===== config.mk =====
export PLATFORM = sky130hd
export DESIGN_NAME = block_sum_sat_flat
export DESIGN_NICKNAME = d
export VERILOG_FILES = /design/src/rtl/blk_pkg.sv /design/src/rtl/block_sum_sat_if.sv /design/src/rtl/sat_add32.sv /design/src/rtl/block_sum_sat.sv /design/src/flat_wrapper.sv
export SDC_FILE = /design/constraint.sdc
export NUM_CORES = 1
export LEC_CHECK = 0
export ABC_AREA = 1
export CAP_MARGIN = 20
export CORE_ASPECT_RATIO = 0.75
export CORE_UTILIZATION = 40
export CTS_CLUSTER_DIAMETER = 100
export DETAILED_ROUTE_END_ITERATION = 6
export PLACE_DENSITY = 0.72
export RECOVER_POWER = 100
export SYNTH_ARGS = -nofsm -noshare
export SYNTH_HDL_FRONTEND = slang
export SYNTH_SLANG_ARGS = --single-unit

===== constraint.sdc =====
create_clock -name clk -period 3.6 [get_ports clk]
set_input_delay 0.72 -clock clk [delete_from_list [all_inputs] [get_ports clk]]
set_output_delay 0.72 -clock clk [all_outputs]
set_load 0.1 [all_outputs]

===== src/rtl/blk_pkg.sv =====
`default_nettype none
// ============================================================================
// Package     : blk_pkg
// Description : Shared sample type, saturation limits and output-buffer state
//               encoding for the block summing stage.
// Revision    : 1.0  initial release
// ============================================================================
package blk_pkg;

    localparam logic [31:0] SAT_MAX = 32'h7FFF_FFFF;
    localparam logic [31:0] SAT_MIN = 32'h8000_0000;

    typedef logic signed [31:0] sample_t;

    typedef enum logic [0:0] {
        BUF_EMPTY = 1'b0,
        BUF_FULL  = 1'b1
    } buf_state_t;

endpackage
`default_nettype wire


===== src/rtl/block_sum_sat_if.sv =====
`default_nettype none
// ============================================================================
// Interface   : block_sum_sat_if
// Description : Sample input stream and block-sum output stream, both
//               ready/valid. The slave modport is the summing block's view.
// Revision    : 1.0  initial release
// ============================================================================
interface block_sum_sat_if;
    import blk_pkg::*;

    logic    in_valid;
    logic    in_ready;
    sample_t in;
    logic    out_valid;
    logic    out_ready;
    sample_t out;
    logic    out_sat;

    modport master (
        output in_valid, in, out_ready,
        input  in_ready, out_valid, out, out_sat
    );

    modport slave (
        input  in_valid, in, out_ready,
        output in_ready, out_valid, out, out_sat
    );

endinterface
`default_nettype wire


===== src/rtl/sat_add32.sv =====
`default_nettype none
// ============================================================================
// Module      : sat_add32
// Description : Combinational 32-bit signed add, clamped to the int32 range,
//               with an overflow indication.
// Revision    : 1.0  initial release
// ============================================================================
module sat_add32
    import blk_pkg::*;
(
    input  sample_t a,
    input  sample_t b,
    output sample_t sum,
    output logic    ovf
);

    logic [32:0] w_wide;

    // One guard bit: overflow iff the two top bits of the 33-bit sum differ.
    assign w_wide = {a[31], a} + {b[31], b};
    assign ovf    = w_wide[32] ^ w_wide[31];
    assign sum    = ovf ? (w_wide[32] ? SAT_MIN : SAT_MAX) : w_wide[31:0];

endmodule
`default_nettype wire


===== src/rtl/block_sum_sat.sv =====
`default_nettype none
// ============================================================================
// Module      : block_sum_sat
// Description : Saturating sum of each BLOCK_LEN-sample block, presented on a
//               one-entry ready/valid output buffer that drains and refills
//               on the same edge.
// Revision    : 1.0  initial release
// ============================================================================
module block_sum_sat
    import blk_pkg::*;
#(
    parameter int BLOCK_LEN = 4
)(
    input  wire logic         clk,
    input  wire logic         reset,
    block_sum_sat_if.slave    bus
);

    localparam int              CNT_W      = (BLOCK_LEN > 1) ? $clog2(BLOCK_LEN) : 1;
    localparam logic [CNT_W-1:0] c_LAST_CNT = CNT_W'(BLOCK_LEN - 1);

    sample_t          r_acc;
    logic [CNT_W-1:0] r_cnt;
    logic             r_sat_flag;
    sample_t          r_out;
    logic             r_out_sat;
    buf_state_t       r_state;
    buf_state_t       w_state_next;

    logic             w_last;
    logic             w_accept;
    logic             w_complete;
    sample_t          w_addend;
    sample_t          w_sum;
    logic             w_ovf;

    assign w_last     = (r_cnt == c_LAST_CNT);
    // Only the completing sample has to wait for a full, blocked buffer.
    assign bus.in_ready = ~((r_state == BUF_FULL) & ~bus.out_ready & w_last);
    assign w_accept   = bus.in_valid & bus.in_ready;
    assign w_complete = w_accept & w_last;
    // Gate the data so an idle (possibly X) input never reaches the adder.
    assign w_addend   = w_accept ? bus.in : '0;

    sat_add32 u_sat_add32 (
        .a   (r_acc),
        .b   (w_addend),
        .sum (w_sum),
        .ovf (w_ovf)
    );

    always_ff @(posedge clk) begin
        if (reset) begin
            r_acc      <= '0;
            r_cnt      <= '0;
            r_sat_flag <= 1'b0;
            r_out      <= '0;
            r_out_sat  <= 1'b0;
        end else if (w_accept) begin
            if (w_last) begin
                r_out      <= w_sum;
                r_out_sat  <= r_sat_flag | w_ovf;
                r_acc      <= '0;
                r_cnt      <= '0;
                r_sat_flag <= 1'b0;
            end else begin
                r_acc      <= w_sum;
                r_cnt      <= r_cnt + CNT_W'(1);
                r_sat_flag <= r_sat_flag | w_ovf;
            end
        end
    end

    always_ff @(posedge clk) begin
        if (reset) begin
            r_state <= BUF_EMPTY;
        end else begin
            r_state <= w_state_next;
        end
    end

    always_comb begin
        w_state_next = r_state;
        case (r_state)
            BUF_EMPTY: if (w_complete)                   w_state_next = BUF_FULL;
            BUF_FULL:  if (bus.out_ready & ~w_complete)  w_state_next = BUF_EMPTY;
            default:                                     w_state_next = BUF_EMPTY;
        endcase
    end

    assign bus.out_valid = (r_state == BUF_FULL);
    assign bus.out       = r_out;
    assign bus.out_sat   = r_out_sat;

endmodule
`default_nettype wire


===== src/flat_wrapper.sv =====
// flat-port wrapper written by rule: the top's interface ports become plain ports
module block_sum_sat_flat import blk_pkg::*;
#(
    parameter int BLOCK_LEN = 4
)
  (clk, reset, bus_in_valid, bus_in, bus_out_ready, bus_in_ready, bus_out_valid, bus_out, bus_out_sat);
  block_sum_sat_if bus_i ();
  input  wire logic clk;
  input  wire logic reset;
  input wire logic [$bits(bus_i.in_valid)-1:0] bus_in_valid;
  input wire logic [$bits(bus_i.in)-1:0] bus_in;
  input wire logic [$bits(bus_i.out_ready)-1:0] bus_out_ready;
  output wire logic [$bits(bus_i.in_ready)-1:0] bus_in_ready;
  output wire logic [$bits(bus_i.out_valid)-1:0] bus_out_valid;
  output wire logic [$bits(bus_i.out)-1:0] bus_out;
  output wire logic [$bits(bus_i.out_sat)-1:0] bus_out_sat;
  assign bus_i.in_valid = bus_in_valid;
  assign bus_i.in = bus_in;
  assign bus_i.out_ready = bus_out_ready;
  assign bus_in_ready = bus_i.in_ready;
  assign bus_out_valid = bus_i.out_valid;
  assign bus_out = bus_i.out;
  assign bus_out_sat = bus_i.out_sat;
  block_sum_sat #(.BLOCK_LEN(BLOCK_LEN)) u_core (.clk(clk), .reset(reset), .bus(bus_i));
endmodule

Yosys cells after proc, flatten, opt, wreduce, memory -nomap -nowiden
Cells that the tools add are included.

Input port bits: 36. Output and inout bits: 35. Register bits after elaboration: 69. Logic and storage cells: 30. RAM bits: 0. Memories: 0. Bits in latches: 0. ROM bits: 0.

Reduce and logical (&&, ||, !) cells: 1. Add/sub/neg operators: 2. Bitwise gates (word level): 11. Shift operators: 0. Div/mod/pow operators: 0. Multiply operators: 0. Mux-type cells: 9. Eq/ne operators: 1. $lt $le $gt $ge: 0.

Operators by type and width (number): 32-bit 2-to-1 mux (4); 32-bit by 32-bit adder with 33-bit output (1); 1-bit bitwise AND (5); 1-bit inverter (4); 1-bit 2-to-1 mux (3); 2-bit by 1-bit adder with 2-bit output, second input constant (1); 2-bit == test, second input constant (1); 2-bit 2-to-1 mux (1); 1-bit one-hot mux with 2 select lines (1); 2-bit AND reduction (1); 1-bit bitwise OR (1); 1-bit XOR (1).

Depth between registers and ports, before layout
Word-level depth: 10. Mapped depth: 27. Gate-level depth less buffers: 24.

Hierarchy
Synthesis repeated with hierarchy kept, for this count alone.

Cell total of the unflattened synthesis: 936. Area, all modules: 5422.7 um2.

By module, submodules not included: block_sum_sat (area each 2876.5 um2, cells an instance 444, sequential area each 1381.3 um2, times used 1); sat_add32 (area each 2546.2 um2, cells an instance 492, sequential area each 0.0 um2, times used 1).

Worst setup path before layout
OpenSTA, ideal clock, no wires.

Path type: reg-to-reg. Start point: register u_core.r_state, in the netlist u_core.bus.out_valid. End point: register u_core.r_out_sat, in the netlist u_core.bus.out_sat. Data arrival time: 4.233 ns. Library setup time: 0.118 ns. Period minus slack after synthesis: 4.351 ns. Data required time: 3.482 ns. Stages on the path, launching flop included: 26. Path buffers: 3. Setup slack: -0.751 ns. Cells stage by stage: dfxtp_1 > inv_1 > nor2_1 > nand2_1 > nand2_1 > clkbuf_1 > clkbuf_1 > nor2_1 > ha_1 > inv_1 > fa_1 > inv_1 > nand3_1 > nand2_1 > nand2_1 > nand2_1 > nand2_1 > nand2_2 > nand2_2 > nand2_2 > nand2_1 > nand2_2 > nand2_4 > buf_6 > nand3b_1 > a22o_1.

Cells in the longest elaborated chain, start to end: 8. Elaborated cells on any way between the ends: 9. Those cells by class: 1 x add/sub; 1 x mux; 6 x bitwise; 1 x reduce/logical.

Ends and longest elaborated chain: start, declared (line block_sum_sat.sv:27) `buf_state_t r_state;`; start signal, assigned (line block_sum_sat.sv:78) `r_state <= w_state_next;`; 1-bit bitwise AND (*) (2 in a row) (line block_sum_sat.sv:39) `assign bus.in_ready = ~((r_state == BUF_FULL) & ~bus.out_ready & w_last);`; 1-bit inverter (*) (line block_sum_sat.sv:39); net bus_in_ready (line flat_wrapper.sv:13) `output wire logic [$bits(bus_i.in_ready)-1:0] bus_in_ready;`; 1-bit bitwise AND (*) (line block_sum_sat.sv:40) `assign w_accept = bus.in_valid & bus.in_ready;`; 32-bit 2-to-1 mux (line block_sum_sat.sv:43) `assign w_addend = w_accept ? bus.in : '0;`; 32-bit by 32-bit adder with 33-bit output (line sat_add32.sv:20) `assign w_wide = {a[31], a} + {b[31], b};`; 1-bit XOR (line sat_add32.sv:21) `assign ovf = w_wide[32] ^ w_wide[31];`; 1-bit bitwise OR (line block_sum_sat.sv:62) `r_out_sat <= r_sat_flag | w_ovf;`; end signal, assigned (line block_sum_sat.sv:62); end, declared (line block_sum_sat.sv:26) `logic r_out_sat;`.

Mark *: on every way through the listed nets, which the timed path passes. The rest lies on a longest branch. A chain may end at the register's enable or synchronous reset.

Worst setup path after layout
Start point: input bus_out_ready. End point: register u_core.r_out_sat, in the netlist u_core.bus.out_sat.

Cells in the longest elaborated chain, start to end: 9. Elaborated cells on any way between the ends: 10. Those cells by class: 1 x add/sub; 1 x mux; 7 x bitwise; 1 x reduce/logical.

Ends and longest elaborated chain: start, declared (line flat_wrapper.sv:12) `input wire logic [$bits(bus_i.out_ready)-1:0] bus_out_ready;`; 1-bit inverter (*) (line block_sum_sat.sv:39); 1-bit bitwise AND (*) (2 in a row) (line block_sum_sat.sv:39); 1-bit inverter (*) (line block_sum_sat.sv:39); 1-bit bitwise AND (*) (line block_sum_sat.sv:40); 32-bit 2-to-1 mux (line block_sum_sat.sv:43); 32-bit by 32-bit adder with 33-bit output (line sat_add32.sv:20); 1-bit XOR (line sat_add32.sv:21); 1-bit bitwise OR (line block_sum_sat.sv:62).

Every way passes the cells marked *; elsewhere a longest branch is shown, timed or not.

==> reports/metrics.sh <==
OUTCOME='completed'
UNREPAIRED_SETUP_ENDPOINTS_AFTER_GLOBAL_ROUTING='false'
HOLD-WORST-SLACK_NS=0.446
SETUP.WORST_PATH.END_CLASS='register'
POSTROUTEWIRELENGTH_MM=15.3
MULTI_INPUT_COMB_AREA_MM2=0.00321
SYNTH-SEQ-CELLS=69
LAYOUT_COMMONEST_CELL='nand2_1'
FINAL_HOLD_VIOL_COUNT=0
FF2FF_PATH_DEPTH=21
FIN_SKEW_NS=0.00654
TIMING.HOLD.WORST.CLASS='reg2reg'
POSTSYNTHCELLCOUNT=831
MOSTFREQUENTLAYOUTCELLS='nand2_1, inv_1, buf_4, nor2_1, dfxtp_1'
SLEW_HEADROOM_PCT=23.5
R2R-START='u_core.r_cnt[0]'
FINALCRITICALPERIOD_NS=3.39
START_UTIL_PCT=41.3
CLOCK_SINKS=69
WL_PER_CELL_UM=13.0
DIE-WIDTH_UM=132
TIMING.CRITICAL_PATH.FANOUT_MAX=11
YOSYS_WARNINGS=0
WORSTMARGINPINSLEW_NS=1.15
NUM-NETS-FINAL=1075
TIMING.RR.END='u_core.bus.out_sat'
PEAKVDDDROP_mV=0.284
RRSETUPSLACK_NS=0.44
PLACE.DETAILED.HPWL_MM=11.4
CLOCK_TREE_FROM_TRITONCTS='done'
PIN_COUNT_OF_THE_BIGGEST_NET_ENTERING_GLOBAL_ROUTING=41
SYN_AREA_MM2=0.00509
POSTCTSHOLDBUFS=0
INITIAL_ANTENNA_VIOLATION_COUNT=0
POSTSYNTHAREAPERCELL_UM2=6.13
ROOT_BUFFER='clkbuf_16'
FILLER_CELL_COUNT=1225
CLK_TRANSITION_REPORTED_PATHS_NS=0.06
SYNTH_SEQUENTIAL_AREA_RATIO_PCT=27.1
TOTAL_NUMBER_OF_VIAS=5654
POST_CTS.RESIZED_INSTANCES=0
FIRST_ITER_VIOLATIONS=287
COREAREA_MM2=0.0123
WORST_HOLD_END='u_core.bus.out[26]'
TIMING.CRITICAL_PATH.REQUIRED_NS=3.83
REPORT.POWER.TOTAL_W=0.00277
GP_CONGESTION=0.924
CRITPATHKIND='in2reg'
VIA_PER_INST=4.81
PORTBUFFERS=70
CTS_BUFFERS=9
WORSTSETUPSTARTPOINT='bus_out_ready'
GRT_FIRST_PASS_WIRELENGTH_MM=24.6
F_MAX_MHz=295
FINALCRITPERIODSHARE_PCT=94.0
REGAREA_MM2=0.00139
DRT_DRC_VIOLATIONS_LEFT=0
CTS_POST_SETUP_BUFFERS_INSERTED=0
WORST_HOLD_STARTPOINT='u_core.bus.out[26]'
N_ANTENNA_CELL=0
CTS_HTREE_LEVELS=3
FINAL-MAX-SLEW-VIOLATION-COUNT=0
AREA_DELTA_SYNTH_FINAL_PCT=41.9
GLOBALROUTEOVERFLOWTOTAL=0
PWR_DENSITY_CELL_mW_PER_MM2=383
ROUTE.ANTENNA.REMAINING_NETS=0
POWER.STATIC_LEAKAGE_nW=3.98
SYN-NUM-NETS=901
GRT_PASS1_VIAS=5109
FIRSTDRTPASSITERS=5
DIE-AREA_MM2=0.0132
MIN_PATH_CELLS=2
CRITPATHLAUNCHTYPE='input pin'
TRACK_USAGE_PCT=23.3
IO-PIN-COUNT=71
DRIVE_ABOVE_1_SHARE_PCT=17.9
FINALSETUPVIOLCOUNT=0
TIMING.CRITICAL_PATH.ARRIVAL_NS=3.61
MAX-CAP-VIOLATIONS=0
SYNTH_CELL_TYPES=33
NUMBER_OF_BUFFERS_BETWEEN_CLOCK_ROOT_AND_THE_DEEPEST_SINK=2
CLOCK_INSERTION_DELAY_WORST_SKEW_NS=0.34
FP.DIEH_UM=99.7
NUMBER_OF_ROWS_CREATED_AT_FLOORPLAN=35
worst max-delay path by stage:
stage | endpoint | slack, ns | cells after the start
2_1_floorplan | u_core.bus.out[5] | 0.05 | 25
3_3_place_gp | u_core.r_acc[21] | -0.24 | 23
3_5_place_dp | u_core.r_acc[21] | -0.29 | 23
4_1_cts | u_core.r_acc[21] | 0.05 | 23
5_1_grt | u_core.r_acc[8] | 0.01 | 24
6_report | u_core.bus.out_sat | 0.21 | 22
registers in the layout, summed over array words and instances, names as in the netlist:
signal and cells:
u_core.bus.out_valid 1, u_core.r_cnt 2, u_core.r_sat_flag 1, u_core.bus.out_sat 1, u_core.r_acc 32, u_core.bus.out 32
per-stage QoR:
stage | setup TNS [ns] | cell area [um^2] | setup WS, ns | instances | util, %
3_3_place_gp | -5.53 | 6820 | -0.240 | 1158 | 55.2
6_report | 0 | 7230 | 0.214 | 1176 | 58.5
4_1_cts | 0 | 7140 | 0.0538 | 1174 | 57.8
3_5_place_dp | -8.11 | 6820 | -0.286 | 1158 | 55.2
2_1_floorplan | 0 | 5110 | 0.0458 | 831 | -
5_1_grt | 0 | 7230 | 0.00968 | 1176 | 58.5
where the power goes:
part | internal (W) | switching, W
logic | 0.000418 | 0.000534
registers | 0.000818 | 0.0000320
clock network | 0.000624 | 0.000346
metal layers:
metal / global-route usage [%] / up-vias / wire, um
li1: - / 2938 / -
met1: 33.4 / 2532 / 7830
met2: 35.5 / 164 / 6320
met3: 4.64 / 20 / 904
met4: 5.75 / 0 / 219
met5: 0 / - / 0
Yosys cell counts (all sizes together):
master	instances	area, um^2
nand2	349	1380
inv	112	420
nor2	81	314
dfxtp	69	1380
a21oi	64	335
ha	33	413
nand3	22	110
a22o	17	149
clkbuf	14	52.6
xor2	14	123
o21ai	13	91.3
buf	11	82.6
o21bai	10	75.1
nand3b	5	37.5
xnor2	4	35.0
nor3	3	20.0
nor4	3	18.8
nand4	2	12.5
o211ai	2	15.0
a211oi	1	7.51
fa	1	20.0
or2	1	6.26
worst max-delay path, cell delays in order:
cell	delay [ns]
clkdlybuf4s50_1	0.47
nor2_2	0.05
nand2_4	0.08
nand2_8	0.09
buf_12	0.16
inv_1	0.07
nand2_1	0.09
fa_1	0.43
inv_1	0.07
nand3_1	0.07
nand2_2	0.10
nand2_1	0.07
nand2_2	0.09
nand2_1	0.08
nand2_2	0.10
nand2_2	0.08
nand3_1	0.12
nand2_4	0.07
nand2_2	0.15
buf_12	0.16
nand3b_1	0.10
a22o_1	0.20
cell type report:
cell class | count | share of cell area [%]
Timing Repair Buffer | 188 | 23.3
Sequential cell | 69 | 19.2
Inverter | 112 | 5.82
Tap cell | 166 | 2.87
Clock buffer | 10 | 3.31
Clock inverter | 6 | 1.19
Multi-Input combinational cell | 625 | 44.4
cells by family after synthesis:
kind of cell,synth area share [%]
xor+xnor,3.09
flops,27.1
buf+inv,10.9
simple gates,37.2
fa+ha+maj,8.50
compound gates,13.2
Power figures use the tool's default switching activity.
